$ cat config.mk
export PLATFORM = sky130hd
export DESIGN_NAME = cmd_desc_sequencer
export DESIGN_NICKNAME = d
export VERILOG_FILES = /design/src/rtl/cmd_desc_sequencer.sv
export SDC_FILE = /design/constraint.sdc
export NUM_CORES = 1
export LEC_CHECK = 0
export CORE_ASPECT_RATIO = 0.6
export CORE_MARGIN = 1.5
export CORE_UTILIZATION = 37
export DETAILED_ROUTE_END_ITERATION = 8
export GPL_ROUTABILITY_DRIVEN = 0
export PLACE_DENSITY_LB_ADDON = 0.3
export SYNTH_ARGS = -nofsm -noshare
export SYNTH_HDL_FRONTEND = slang
export SYNTH_SLANG_ARGS = --single-unit
$ cat constraint.sdc
create_clock -name i_sdr_clk -period 2.9 [get_ports i_sdr_clk]
set_input_delay 0.435 -clock i_sdr_clk [delete_from_list [all_inputs] [get_ports i_sdr_clk]]
set_output_delay 0.435 -clock i_sdr_clk [all_outputs]
set_load 0.005 [all_outputs]
$ cat src/rtl/cmd_desc_sequencer.sv
// cmd_desc_sequencer: fetches an 8-byte command descriptor from the regfile, decodes it
// and runs one of the SDR/HDR/CCC engines until it reports done, is aborted or times out.
module cmd_desc_sequencer #(
  parameter int ADDR_W      = 12,
  parameter int TIMEOUT_CYC = 4096
) (
  input  logic              i_sdr_clk,
  input  logic              i_sdr_rst_n,
  input  logic              i_start,
  input  logic              i_abort,
  input  logic [ADDR_W-1:0] i_base_addr,
  output logic              o_regf_rd_en,
  output logic [ADDR_W-1:0] o_regf_addr,
  input  logic [7:0]        i_regf_data_rd,
  output logic              o_sdr_en,
  output logic              o_hdr_en,
  output logic              o_ccc_en,
  input  logic              i_engine_done,
  output logic [2:0]        o_cmd_attr,
  output logic [3:0]        o_tid,
  output logic [7:0]        o_cmd,
  output logic              o_cp,
  output logic [4:0]        o_dev_index,
  output logic [2:0]        o_dtt,
  output logic [2:0]        o_mode,
  output logic              o_rnw,
  output logic              o_wroc,
  output logic              o_toc,
  output logic [7:0]        o_def_byte,
  output logic [23:0]       o_data,
  output logic              o_busy,
  output logic              o_done,
  output logic              o_err,
  output logic [2:0]        o_err_code
);

  localparam int CNT_W = (TIMEOUT_CYC > 1) ? $clog2(TIMEOUT_CYC) : 1;

  typedef enum logic [2:0] {IDLE, FETCH, DECODE, DISPATCH, DONE, ERROR} state_t;
  typedef enum logic [1:0] {ENG_NONE, ENG_SDR, ENG_HDR, ENG_CCC} engine_t;

  state_t            state, state_nxt;
  engine_t           engine, engine_nxt;
  logic [ADDR_W-1:0] base_addr;
  logic [3:0]        fetch_cnt;
  logic [CNT_W-1:0]  disp_cnt;
  logic [7:0]        desc [8];
  logic [2:0]        cap_idx;
  logic              start_ok;
  logic              err_set;
  logic [2:0]        err_code_nxt;
  logic [2:0]        dec_attr;
  logic [2:0]        dec_mode;
  logic              dec_cp;
  logic              unused_rsvd;

  assign start_ok    = (state == IDLE) && i_start && !i_abort;
  assign cap_idx     = fetch_cnt[2:0] - 3'd1;
  assign dec_attr    = desc[0][2:0];
  assign dec_mode    = desc[3][4:2];
  assign dec_cp      = desc[1][7];
  assign unused_rsvd = ^desc[2][6:5];

  always_comb begin
    state_nxt    = state;
    engine_nxt   = engine;
    err_set      = 1'b0;
    err_code_nxt = 3'd0;
    case (state)
      IDLE: if (start_ok) state_nxt = FETCH;
      FETCH: begin
        if (i_abort) begin
          err_set      = 1'b1;
          err_code_nxt = 3'd3;
        end else if (fetch_cnt == 4'd8) begin
          state_nxt = DECODE;
        end
      end
      DECODE: begin
        engine_nxt = ENG_NONE;
        if (i_abort) begin
          err_set      = 1'b1;
          err_code_nxt = 3'd3;
        end else if (dec_attr > 3'd1) begin
          err_set      = 1'b1;
          err_code_nxt = 3'd2;
        end else if (dec_mode == 3'd0) begin
          engine_nxt = ENG_SDR;
          state_nxt  = DISPATCH;
        end else if (dec_mode == 3'd6) begin
          engine_nxt = dec_cp ? ENG_CCC : ENG_HDR;
          state_nxt  = DISPATCH;
        end else begin
          err_set      = 1'b1;
          err_code_nxt = 3'd1;
        end
      end
      // Abort beats done, and done beats a timeout landing on the same cycle
      DISPATCH: begin
        if (i_abort) begin
          err_set      = 1'b1;
          err_code_nxt = 3'd3;
        end else if (i_engine_done) begin
          state_nxt = DONE;
        end else if (disp_cnt == CNT_W'(TIMEOUT_CYC - 1)) begin
          err_set      = 1'b1;
          err_code_nxt = 3'd4;
        end
      end
      DONE:    state_nxt = IDLE;
      ERROR:   state_nxt = IDLE;
      default: state_nxt = IDLE;
    endcase
    if (err_set) state_nxt = ERROR;
  end

  always_ff @(posedge i_sdr_clk) begin
    if (!i_sdr_rst_n) begin
      state      <= IDLE;
      engine     <= ENG_NONE;
      base_addr  <= '0;
      fetch_cnt  <= '0;
      disp_cnt   <= '0;
      o_err_code <= '0;
    end else begin
      state     <= state_nxt;
      engine    <= engine_nxt;
      fetch_cnt <= (state == FETCH) ? fetch_cnt + 4'd1 : 4'd0;
      disp_cnt  <= (state == DISPATCH) ? disp_cnt + CNT_W'(1) : '0;
      if (start_ok) begin
        base_addr  <= i_base_addr;
        o_err_code <= '0;
      end else if (err_set) begin
        o_err_code <= err_code_nxt;
      end
    end
  end

  // Byte n arrives one cycle after its address, so the capture index lags fetch_cnt by one
  always_ff @(posedge i_sdr_clk) begin
    if (!i_sdr_rst_n) begin
      for (int i = 0; i < 8; i++) desc[i] <= '0;
      o_cmd_attr  <= '0;
      o_tid       <= '0;
      o_cmd       <= '0;
      o_cp        <= 1'b0;
      o_dev_index <= '0;
      o_dtt       <= '0;
      o_mode      <= '0;
      o_rnw       <= 1'b0;
      o_wroc      <= 1'b0;
      o_toc       <= 1'b0;
      o_def_byte  <= '0;
      o_data      <= '0;
    end else begin
      if (state == FETCH && fetch_cnt != 4'd0) desc[cap_idx] <= i_regf_data_rd;
      if (state == DECODE) begin
        o_cmd_attr  <= desc[0][2:0];
        o_tid       <= desc[0][6:3];
        o_cmd       <= {desc[1][6:0], desc[0][7]};
        o_cp        <= desc[1][7];
        o_dev_index <= desc[2][4:0];
        o_dtt       <= {desc[3][1:0], desc[2][7]};
        o_mode      <= desc[3][4:2];
        o_rnw       <= desc[3][5];
        o_wroc      <= desc[3][6];
        o_toc       <= desc[3][7];
        o_def_byte  <= desc[4];
        o_data      <= {desc[7], desc[6], desc[5]};
      end
    end
  end

  assign o_busy       = (state != IDLE);
  assign o_done       = (state == DONE);
  assign o_err        = (state == ERROR);
  assign o_regf_rd_en = (state == FETCH) && !fetch_cnt[3];
  assign o_regf_addr  = o_regf_rd_en ? base_addr + ADDR_W'(fetch_cnt) : '0;
  assign o_sdr_en     = (state == DISPATCH) && (engine == ENG_SDR);
  assign o_hdr_en     = (state == DISPATCH) && (engine == ENG_HDR);
  assign o_ccc_en     = (state == DISPATCH) && (engine == ENG_CCC);

endmodule

* Yosys cells after proc, flatten, opt, wreduce, memory -nomap -nowiden
Memory sizes are Yosys's and may differ from the RTL's. A register that Yosys moved wholly into a read port is not among the register bits. Cells that the tools add are included. Widths: inputs -> output; s select.
Operators by class: add/subtract/negate cells 4, magnitude comparators 1, equality and inequality tests 27, muxes and demuxes 42, bitwise operators 1, reductions and logical operators 25
Operators with widths (number):
- $mux 3 | 14
- $ne 3x3->1 const B | 8
- $mux 1 | 16
- $reduce_and 8->1 | 2
- $mux 2 | 7
- $ne 2x2->1 const B | 7
- $add 12x1->12 const B | 1
- $add 12x4->12 | 1
- $eq 12x12->1 const B | 1
- $mux 12 | 1
- $pmux 3 s4 | 1
- $eq 3x3->1 const B | 3
- $pmux 3 s3 | 1
- $mux 8 | 1
- $reduce_or 8->1 | 1
- $logic_and 1x1->1 | 7
- $logic_not 1->1 | 7
- $eq 3x2->1 const B | 2
- $logic_not 3->1 | 2
- $add 4x1->4 const B | 1
- $eq 2x2->1 const B | 2
- $eq 4x4->1 const B | 1
- $ne 4x4->1 const B | 1
- $reduce_and 2->1 | 2
- 9 further kinds | 10
Word-level totals: register bits 61, memory bits (writable) 64, input port bits 25, output and inout port bits 84, word-level logic and storage cells 117, memories 1
Memories:
- desc | words 8, width 8, read ports 8, clocked after Yosys merged registers in 5, wr ports 8, line 47 | logic [7:0] desc [8];

* Depth between registers and ports, before layout
An unclocked memory read counts as a cell.
word-level depth 9, gate-level depth with buffers 7, depth with buffers taken out 6

* Worst setup path after synthesis
No wires, ideal clock.
kind reg-to-reg, start reg fetch_cnt[1], end mem desc[1][0], enable pin, arrival 1.806 ns, setup slack 0.710 ns, stages on the path, launching flop included 6, buffers on the path 0, clock period less this slack 2.190 ns, path through dfxtp_1 inv_1 ha_1 inv_1 or2_2 o21ai_0
RTL lines:
- start: declaration | line 45 | logic [3:0] fetch_cnt;
- start signal: assignment | line 128 | fetch_cnt <= (state == FETCH) ? fetch_cnt + 4'd1 : 4'd0;
- end: declaration | line 47

* Worst setup path after layout
start reg state[0], end out o_regf_addr[3]
Between the ends: longest elaborated chain between the ends 3
RTL lines:
- start: declaration | line 42 | state_t state, state_nxt;
- start signal: assignment | line 126 | state <= state_nxt;
- $eq 3x1->1 | line 177 | assign o_regf_rd_en = (state == FETCH) && !fetch_cnt[3];
- $logic_and 1x1->1 | line 177
- $mux 12 | line 178 | assign o_regf_addr = o_regf_rd_en ? base_addr + ADDR_W'(fetch_cnt) : '0;
- end: declaration | line 13 | output logic [ADDR_W-1:0] o_regf_addr,
Every way passes these cells.

==> PnR_summary.wiki <==
{| class="wikitable"
! Metric !! Value
|-
| Flops & latches, synth || 160
|-
| Detailed Route Iter0 Violations || 269
|-
| Routed met2 length || 6560 µm
|-
| Post-synthesis average cell area || 10.3 µm²
|-
| Headroom to the max-slew limit || 41.6%
|-
| Compound-gate portion of the synthesized area || 11.0%
|-
| Power density normalized to cell area || 600 nW/µm²
|-
| Sum of internal, switching and leakage power || 5170 µW
|-
| Synth Net Count || 675
|-
| Endpoints failing setup || 0
|-
| Destination of the worst register-to-register timing path || desc[6][7]
|-
| Number of buffers created by CTS || 17
|-
| Placed cell count || 966
|-
| Count of final max-slew check failures || 0
|-
| Biggest fanout along the worst timing path || 14
|-
| Chip Height || 107 µm
|-
| Hold buffers post-CTS || 0
|-
| Status || finished, final reports clean
|-
| Main area contributors after synthesis || sky130_fd_sc_hd__dfxtp_1 30%, sky130_fd_sc_hd__edfxtp_1 28%, sky130_fd_sc_hd__nand2_1 7.7%, sky130_fd_sc_hd__a21boi_0 7.0%, sky130_fd_sc_hd__and2_1 6.1%
|-
| Worst Hold Path EP || disp_cnt[0]
|-
| Antenna-violating nets left || 0
|-
| CTS Root Cell || sky130_fd_sc_hd__clkbuf_16
|-
| Seq/Total Area, Yosys || 57.8%
|-
| Total die area || 18700 µm²
|-
| Number of placement rows || 37
|-
| Routed metal-1 wirelength || 8590 µm
|-
| Top routing layer used || met4
|-
| Data arrival at the endpoint of the critical path || 2.35 ns
|-
| Global-route wire length before repair || 26400 µm
|-
| Reg2Reg Setup Slack || 0.44 ns
|-
| Post-detailed-placement half-perimeter wirelength || 11300 µm
|-
| Synthesized area || 6610 µm²
|-
| Post-detailed-route DRC marker count || 0
|-
| Worst hold path class || register to register
|-
| Buffers on Ports || 108
|-
| Hold Path Origin || disp_cnt[0]
|-
| Proportion of total power due to net switching || 26.4%
|-
| Drt total wl || 16200 µm
|-
| Effective utilization at floorplan || 38.2%
|-
| Number of vias in the routed layout || 4884
|-
| Clk pin slew, worst setup/hold paths || 0.07 ns
|-
| Total congestion overflow after global routing || 0
|-
| Routed length per placed instance || 16.2 µm
|-
| Number of antenna violations at the first check in global routing || 0
|-
| Pre-Repair DR Iteration Count || 5
|-
| Psw || 1360 µW
|-
| Count of different cell masters after synthesis || 49
|-
| Category of the critical setup timing path || register to primary output
|-
| All-layer global routing usage || 18.3%
|-
| End-of-flow core utilization || 49.7%
|-
| Final Skew || 0.00879 ns
|-
| Cell internal pwr || 3800 µW
|-
| Static Leak || 0.00313 µW
|-
| N_diodes || 0
|-
| Hold depth || 1
|-
| Final worst-path cycle share || 95.9%
|-
| Largest net degree at the start of global routing || 92
|-
| Max rail drop VDD || 0.000474 V
|-
| Min cycle time layout || 2.78 ns
|-
| Combinational cell fraction of total power || 10.1%
|-
| Combinational family with the most area after synthesis || simple AND/OR/NAND/NOR gates
|-
| Post-DP Area || 7930 µm²
|-
| Area delta synth->final || 30.1%
|-
| Critical Path Start Type || register
|-
| Kind of end point of the critical path || primary output
|-
| Post-synthesis mux area share || 1.99%
|-
| Core area || 17300 µm²
|-
| Vias in the first global route || 4869
|-
| Number of hold violations in the final report || 0
|-
| Critical path data required time || 2.47 ns
|-
| Highest achievable clock rate || 360 MHz
|-
| Xor and xnor area share after synthesis || 1.99%
|-
| Share of the synthesized area in the top cell type || 29.7%
|-
| Boundary Pins || 109
|-
| Library cell with the largest summed area after synthesis || sky130_fd_sc_hd__dfxtp_1
|-
| Clock Path Buffers || 2
|-
| Reg2reg path depth || 6
|-
| Source-to-sink clock delay at the later pin of the worst-skew pair || 0.42 ns
|-
| Count of yosys warnings during synthesis || 0
|-
| Max-capacitance violation count || 0
|-
| Non-Filler Cell Area, Final || 8610 µm²
|-
| Clock tree from TritonCTS || yes
|-
| Tightest Pin Transition || 0.869 ns
|-
| RR Startpoint || fetch_cnt[0]
|-
| Final Non-Filler Cells || 1001
|-
| Adder-Cell Fraction of Synth Area || 1.63%
|-
| Vias per cell || 4.88
|-
| Routed length on met3 || 942 µm
|-
| Setup TNS Final || 0 ns
|-
| Instance count of the mapped netlist || 642
|-
| RSZ-0062 raised after global routing || no
|-
| Synth Area in Simple Gates || 22.8%
|-
| Width of the die || 176 µm
|-
| H-tree depth || 4
|-
| NumNets Final || 787
|-
| Source of the critical timing path || state[0]
|-
| Clock tree sinks || 160
|-
| Fraction of layout instances using a drive strength above 1 || 9.26%
|-
| Clock share of power || 41.9%
|-
| Part of the total power dissipated in sequential elements || 48.0%
|}
-- critical path, stage by stage (launching register included) --
cell and delay [ns]:
sky130_fd_sc_hd__dfxtp_1 0.33, sky130_fd_sc_hd__buf_4 0.19, sky130_fd_sc_hd__nor3b_1 0.39, sky130_fd_sc_hd__nand2b_2 0.24, sky130_fd_sc_hd__a211oi_1 0.23, sky130_fd_sc_hd__clkdlybuf4s50_1 0.55
-- flip-flops by register name, summed over array words and instances (netlist names) --
register     flops
o_cmd_attr       3
disp_cnt        12
o_cp             1
o_dev_index      5
o_cmd            8
o_wroc           1
engine           2
o_toc            1
o_rnw            1
o_data          24
fetch_cnt        4
o_mode           3
base_addr       12
o_err_code       3
desc            62
o_def_byte       8
o_dtt            3
o_tid            4
state            3
-- cell usage after synthesis, drive strengths merged --
cell type  instances
nand2            135
dfxtp             98
and2              64
a21boi            62
edfxtp            62
clkbuf            26
nor2              24
nor2b             15
a21oi             14
nand3             14
o21ai             13
mux2i             12
xor2              11
inv               10
nor3              10
or3                8
ha                 7
nand2b             7
and4               4
buf                4
nand4              4
nor3b              4
xnor2              4
o21a               3
a211oi             2
a21o               2
and3               2
and3b              2
or2                2
or3b               2
or4                2
a211o              1
a22oi              1
a32oi              1
and4b              1
and4bb             1
fa                 1
mux2               1
nand3b             1
o2111ai            1
o211ai             1
o311ai             1
o31a               1
o31ai              1
-- layout make-up --
type,instances,area [µm²]
Clock buffer,17,425
Fill cell,1557,8710
Clock inverter,15,144
Multi-Input combinational cell,442,2680
Sequential cell,160,3830
Inverter,10,37.5
Tap cell,234,293
Timing Repair Buffer,123,1190
-- metal layers --
metal | track usage, % | vias up
met4 | 5.13 | 0
met2 | 25.3 | 124
met1 | 28.0 | 2340
met3 | 4.26 | 12
li1 | - | 2408
met5 | 0 | -
-- power groups by stage --
stage	Sequential, µW	Clock [µW]	Combinational (µW)
after floorplan	2510	0	290
after global placement	2520	0	506
after detailed placement	2530	0	517
after CTS	2480	2200	524
after global routing	2490	2310	575
final	2480	2170	522
-- logic make-up (layout without fill, tap and decap cells) --
group	Yosys count	after routing
multiplexers	13	13
adder cells (fa/ha/maj)	8	8
flip-flops	160	160
XOR/XNOR	15	15
buffers and inverters	40	165
AO/OA/AOI/OAI	104	104
AND/OR/NAND/NOR	302	302
-- cells in the final DEF (no fill, tap or decap), drive strengths merged, types with 14 or more instances in the layout --
cell           count
a21boi            62
a21oi             14
and2              64
buf               16
clkbuf            18
clkdlybuf4s50     99
dfxtp             98
edfxtp            62
inv               19
nand2            135
nand3             14
nor2              24
nor2b             15
-- worst max-delay path by stage --
stage | endpoint | slack, ns | cells past startpoint
after floorplan | desc[1][0] | 0.71 | 5
after global placement | o_regf_addr[8] | 0.10 | 7
after detailed placement | o_regf_addr[10] | 0.002 | 7
after CTS | o_regf_addr[11] | 0.0006 | 6
after global routing | o_regf_addr[0] | 0.008 | 6
final | o_regf_addr[3] | 0.12 | 5
-- timing repair --
item	in CTS	in global routing
pin swaps	1	7
buffers inserted	2	1
gates resized for setup	16	13
endpoints found under the setup margin	8	9
-- through the flow --
stage / worst slack (ns) / hold WS, ns
after detailed placement: 0.00181 / 0.452
after floorplan: 0.710 / 0.426
after CTS: 0.000578 / 0.463
after global routing: 0.00751 / 0.489
final: 0.119 / 0.462
after global placement: 0.103 / 0.439
Note: power is estimated with default switching activity, not from simulation.
==> variant, RTL diff (config.mk and constraints unchanged) <==
Make the reset (`i_sdr_rst_n`) asynchronous in 2 clocked blocks.
--- a/src/rtl/cmd_desc_sequencer.sv
+++ b/src/rtl/cmd_desc_sequencer.sv
@@ -114,7 +114,7 @@
     if (err_set) state_nxt = ERROR;
   end
 
-  always_ff @(posedge i_sdr_clk) begin
+  always_ff @(posedge i_sdr_clk or negedge i_sdr_rst_n) begin
     if (!i_sdr_rst_n) begin
       state      <= IDLE;
       engine     <= ENG_NONE;
@@ -137,7 +137,7 @@
   end
 
   // Byte n arrives one cycle after its address, so the capture index lags fetch_cnt by one
-  always_ff @(posedge i_sdr_clk) begin
+  always_ff @(posedge i_sdr_clk or negedge i_sdr_rst_n) begin
     if (!i_sdr_rst_n) begin
       for (int i = 0; i < 8; i++) desc[i] <= '0;
       o_cmd_attr  <= '0;
Check against the original RTL: differs if i_sdr_rst_n is asserted again (counterexample within 4 cycles, from zero or initial values and one cycle with i_sdr_rst_n low); with i_sdr_rst_n held inactive, the same outputs for 10 cycles.
==> variant against the unedited design <==
- design area up 2.7%
- routed wire length is 1.4% lower
- critical path depth rose by 3
- utilization shrank 0.52 points
- cell count decreased by 0.50%
- synthesized cell count decreased by 3.0%
- synthesized area increased by 2.4%
- sequential cell count did not move
- setup slack lost 0.014 ns
- critical path type unchanged
- critical endpoint is now o_regf_addr[8]
- largest cell class unchanged
Power is not compared: it rests on default switching activity, and its combinational part moved more than twofold at a synthesized area within 25%.
==> variant: results (changes against the unedited design) <==
number of iterations in the first detailed-routing pass - 4 (-1)
share of final-layout standard cells stronger than drive strength 1 - 18.5% (+9.3 points)
Max Root-Sink Buffers - 2 (unchanged)
hpwl dp - 11,100 µm (-2.0%)
maximum number of pins on one net before global-route repair - 73 (-21%)
number of DRC violations after detailed-routing iteration 0 - 388 (+44%)
signal arrival time at the worst endpoint - 2.36 ns
post-synth net total - 656 (-2.8%)
DP Worst Slack - 0.196 ns (+0.194 ns)
insertion delay to the later sink of the worst-skew pair - 0.43 ns
status - completed
net total in the final layout - 776 (-1.4%)
worst stage delay on the critical path - 0.38 ns (-0.17 ns)
Worst path top cell family by delay - compound AO/OA/AOI/OAI gates
DR WL/cell - 16.1 µm (-0.92%)
synth unique cells - 47 (-4.1%)
via count of the first global-routing pass - 4,886 (+0.35%)
most numerous cell types in the synthesized netlist - sky130_fd_sc_hd__nand2_1 (202), sky130_fd_sc_hd__dfrtp_1 (160), sky130_fd_sc_hd__mux2_2 (73), sky130_fd_sc_hd__nor2_1 (28), sky130_fd_sc_hd__o21ai_0 (16)
Rel. slew slack - 53.8% (+12 points)
Compound-Gate Fraction of Synth Area - 3.83% (-7.2 points)
sum of routed wire length over all layers - 16,000 µm (-1.4%)
CTS Buf Count - 17 (unchanged)
standby leakage power - 4.14 nW
count of synthesis-stage warnings from yosys - 0 (unchanged)
worst-path maximum fanout - 2 (-12)
all-layer global routing usage - 18.1% (-0.25 points)
peak ir drop on the vdd network - 0.404 mV
filler instances - 1,633 (+4.9%)
Worst path slowest cell - sky130_fd_sc_hd__dfrtp_1
sequential area share after synthesis - 59.1% (+1.3 points)
total of buffers placed on input and output ports - 108 (unchanged)
Max H-tree Level - 4 (unchanged)
multiplexer area fraction after synthesis - 12.3% (+10 points)
reg-to-reg startpoint - fetch_cnt[0]$_DFF_PN0_
worst hold path class - in -> async
synthesized-area fraction occupied by adder cells - 1.59% (-0.038 points)
Post-synth ARST share - 100% (+100 points)
xor and xnor area share after synthesis - 2.07% (+0.083 points)
number of antenna violations at the first check in global routing - 0 (unchanged)
hold-fix buffer count after cts - 0 (unchanged)
CTS clk-pin slew, worst paths - 0.07 ns (about the same)
CTS root buf - sky130_fd_sc_hd__clkbuf_16
Critical Path Start - base_addr[0]$_DFFE_PN0P_
registers with the most flip-flops - desc x55, o_data x24
vias per inst - 4.92 (+0.85%)
Post-Route Skew - 0.0111 ns (+0.00229 ns)
top cells by area in the synthesized netlist - sky130_fd_sc_hd__dfrtp_1 (59%), sky130_fd_sc_hd__mux2_2 (12%), sky130_fd_sc_hd__nand2_1 (11%), sky130_fd_sc_hd__nor2_1 (1.6%), sky130_fd_sc_hd__ha_1 (1.3%)
Cells after DPL - 960 (-0.62%)
first-pass GRT wire length - 26,200 µm (-0.50%)
Diodes inserted - 0 (unchanged)
Cells after Synth - 623 (-3.0%)
variant: kinds of logic after synthesis:
group,count (synthesis)
AO/OA/AOI/OAI,41
flip-flops,160
adder cells (fa/ha/maj),8
multiplexers,74
XOR/XNOR,16
AND/OR/NAND/NOR,288
buffers and inverters,36
variant: final timing paths:
path                                                    to  slack, ns  cells after the start
worst max-delay path                        o_regf_addr[8]       0.10                      8
worst min-delay path            o_dev_index[4]$_DFFE_PN0P_       0.03                      1
worst max register to register        desc[16]$_DFFE_PN0P_       0.49                      6
worst min register to register      o_data[12]$_DFFE_PN0P_       0.46                      2
max in group asynchronous           o_data[10]$_DFFE_PN0P_       2.08                      2
min in group i_sdr_clk              o_data[12]$_DFFE_PN0P_       0.46                      2
variant: metrics by stage:
| stage | hold slack [ns] | power (mW) | setup TNS [ns] | util (%) | cell area (µm²) |
|---|---|---|---|---|---|
| after floorplan | 0.139 | 4.48 | 0 | - | 6770 |
| after global placement | 0.447 | 5.22 | 0 | 45.5 | 8170 |
| after detailed placement | 0.454 | 5.31 | 0 | 45.5 | 8170 |
| after CTS | 0.0365 | 7.64 | 0 | 49.0 | 8810 |
| after global routing | 0.0639 | 8.02 | -0.0394 | 49.2 | 8840 |
| final | 0.0268 | 7.57 | 0 | 49.2 | 8840 |
variant: timing repair:
action,CTS,global route
hold endpoints to repair,0,0
gates cloned,0,0
setup buffers,1,3
setup endpoints to repair,8,2
pin swaps,1,4
gates resized for setup,15,3
variant: where the power goes:
group / leakage [nW] / total, mW / switching, mW / internal (mW)
clock network: 0.272 / 2.26 / 0.903 / 1.35
logic: 1.79 / 2.08 / 0.902 / 1.18
registers: 2.08 / 3.23 / 0.408 / 2.83
variant: layout make-up:
| type | count | area (µm²) | area share (%) |
|---|---|---|---|
| tap | 240 | 300 | 3.40 |
| clock buffer | 19 | 433 | 4.90 |
| timing repair buffer | 127 | 1250 | 14.1 |
| sequential | 160 | 4010 | 45.3 |
| inverter | 10 | 38.8 | 0.439 |
| clock inverter | 13 | 163 | 1.84 |
| multi-input combinational | 427 | 2650 | 30.0 |
variant: per-layer routing:
| layer | wire length [µm] | track usage (%) |
|---|---|---|
| met2 | 6950 | 26.2 |
| met3 | 1030 | 5.16 |
| met4 | 154 | 4.56 |
| met1 | 7870 | 26.4 |
| met5 | 0 | 0 |
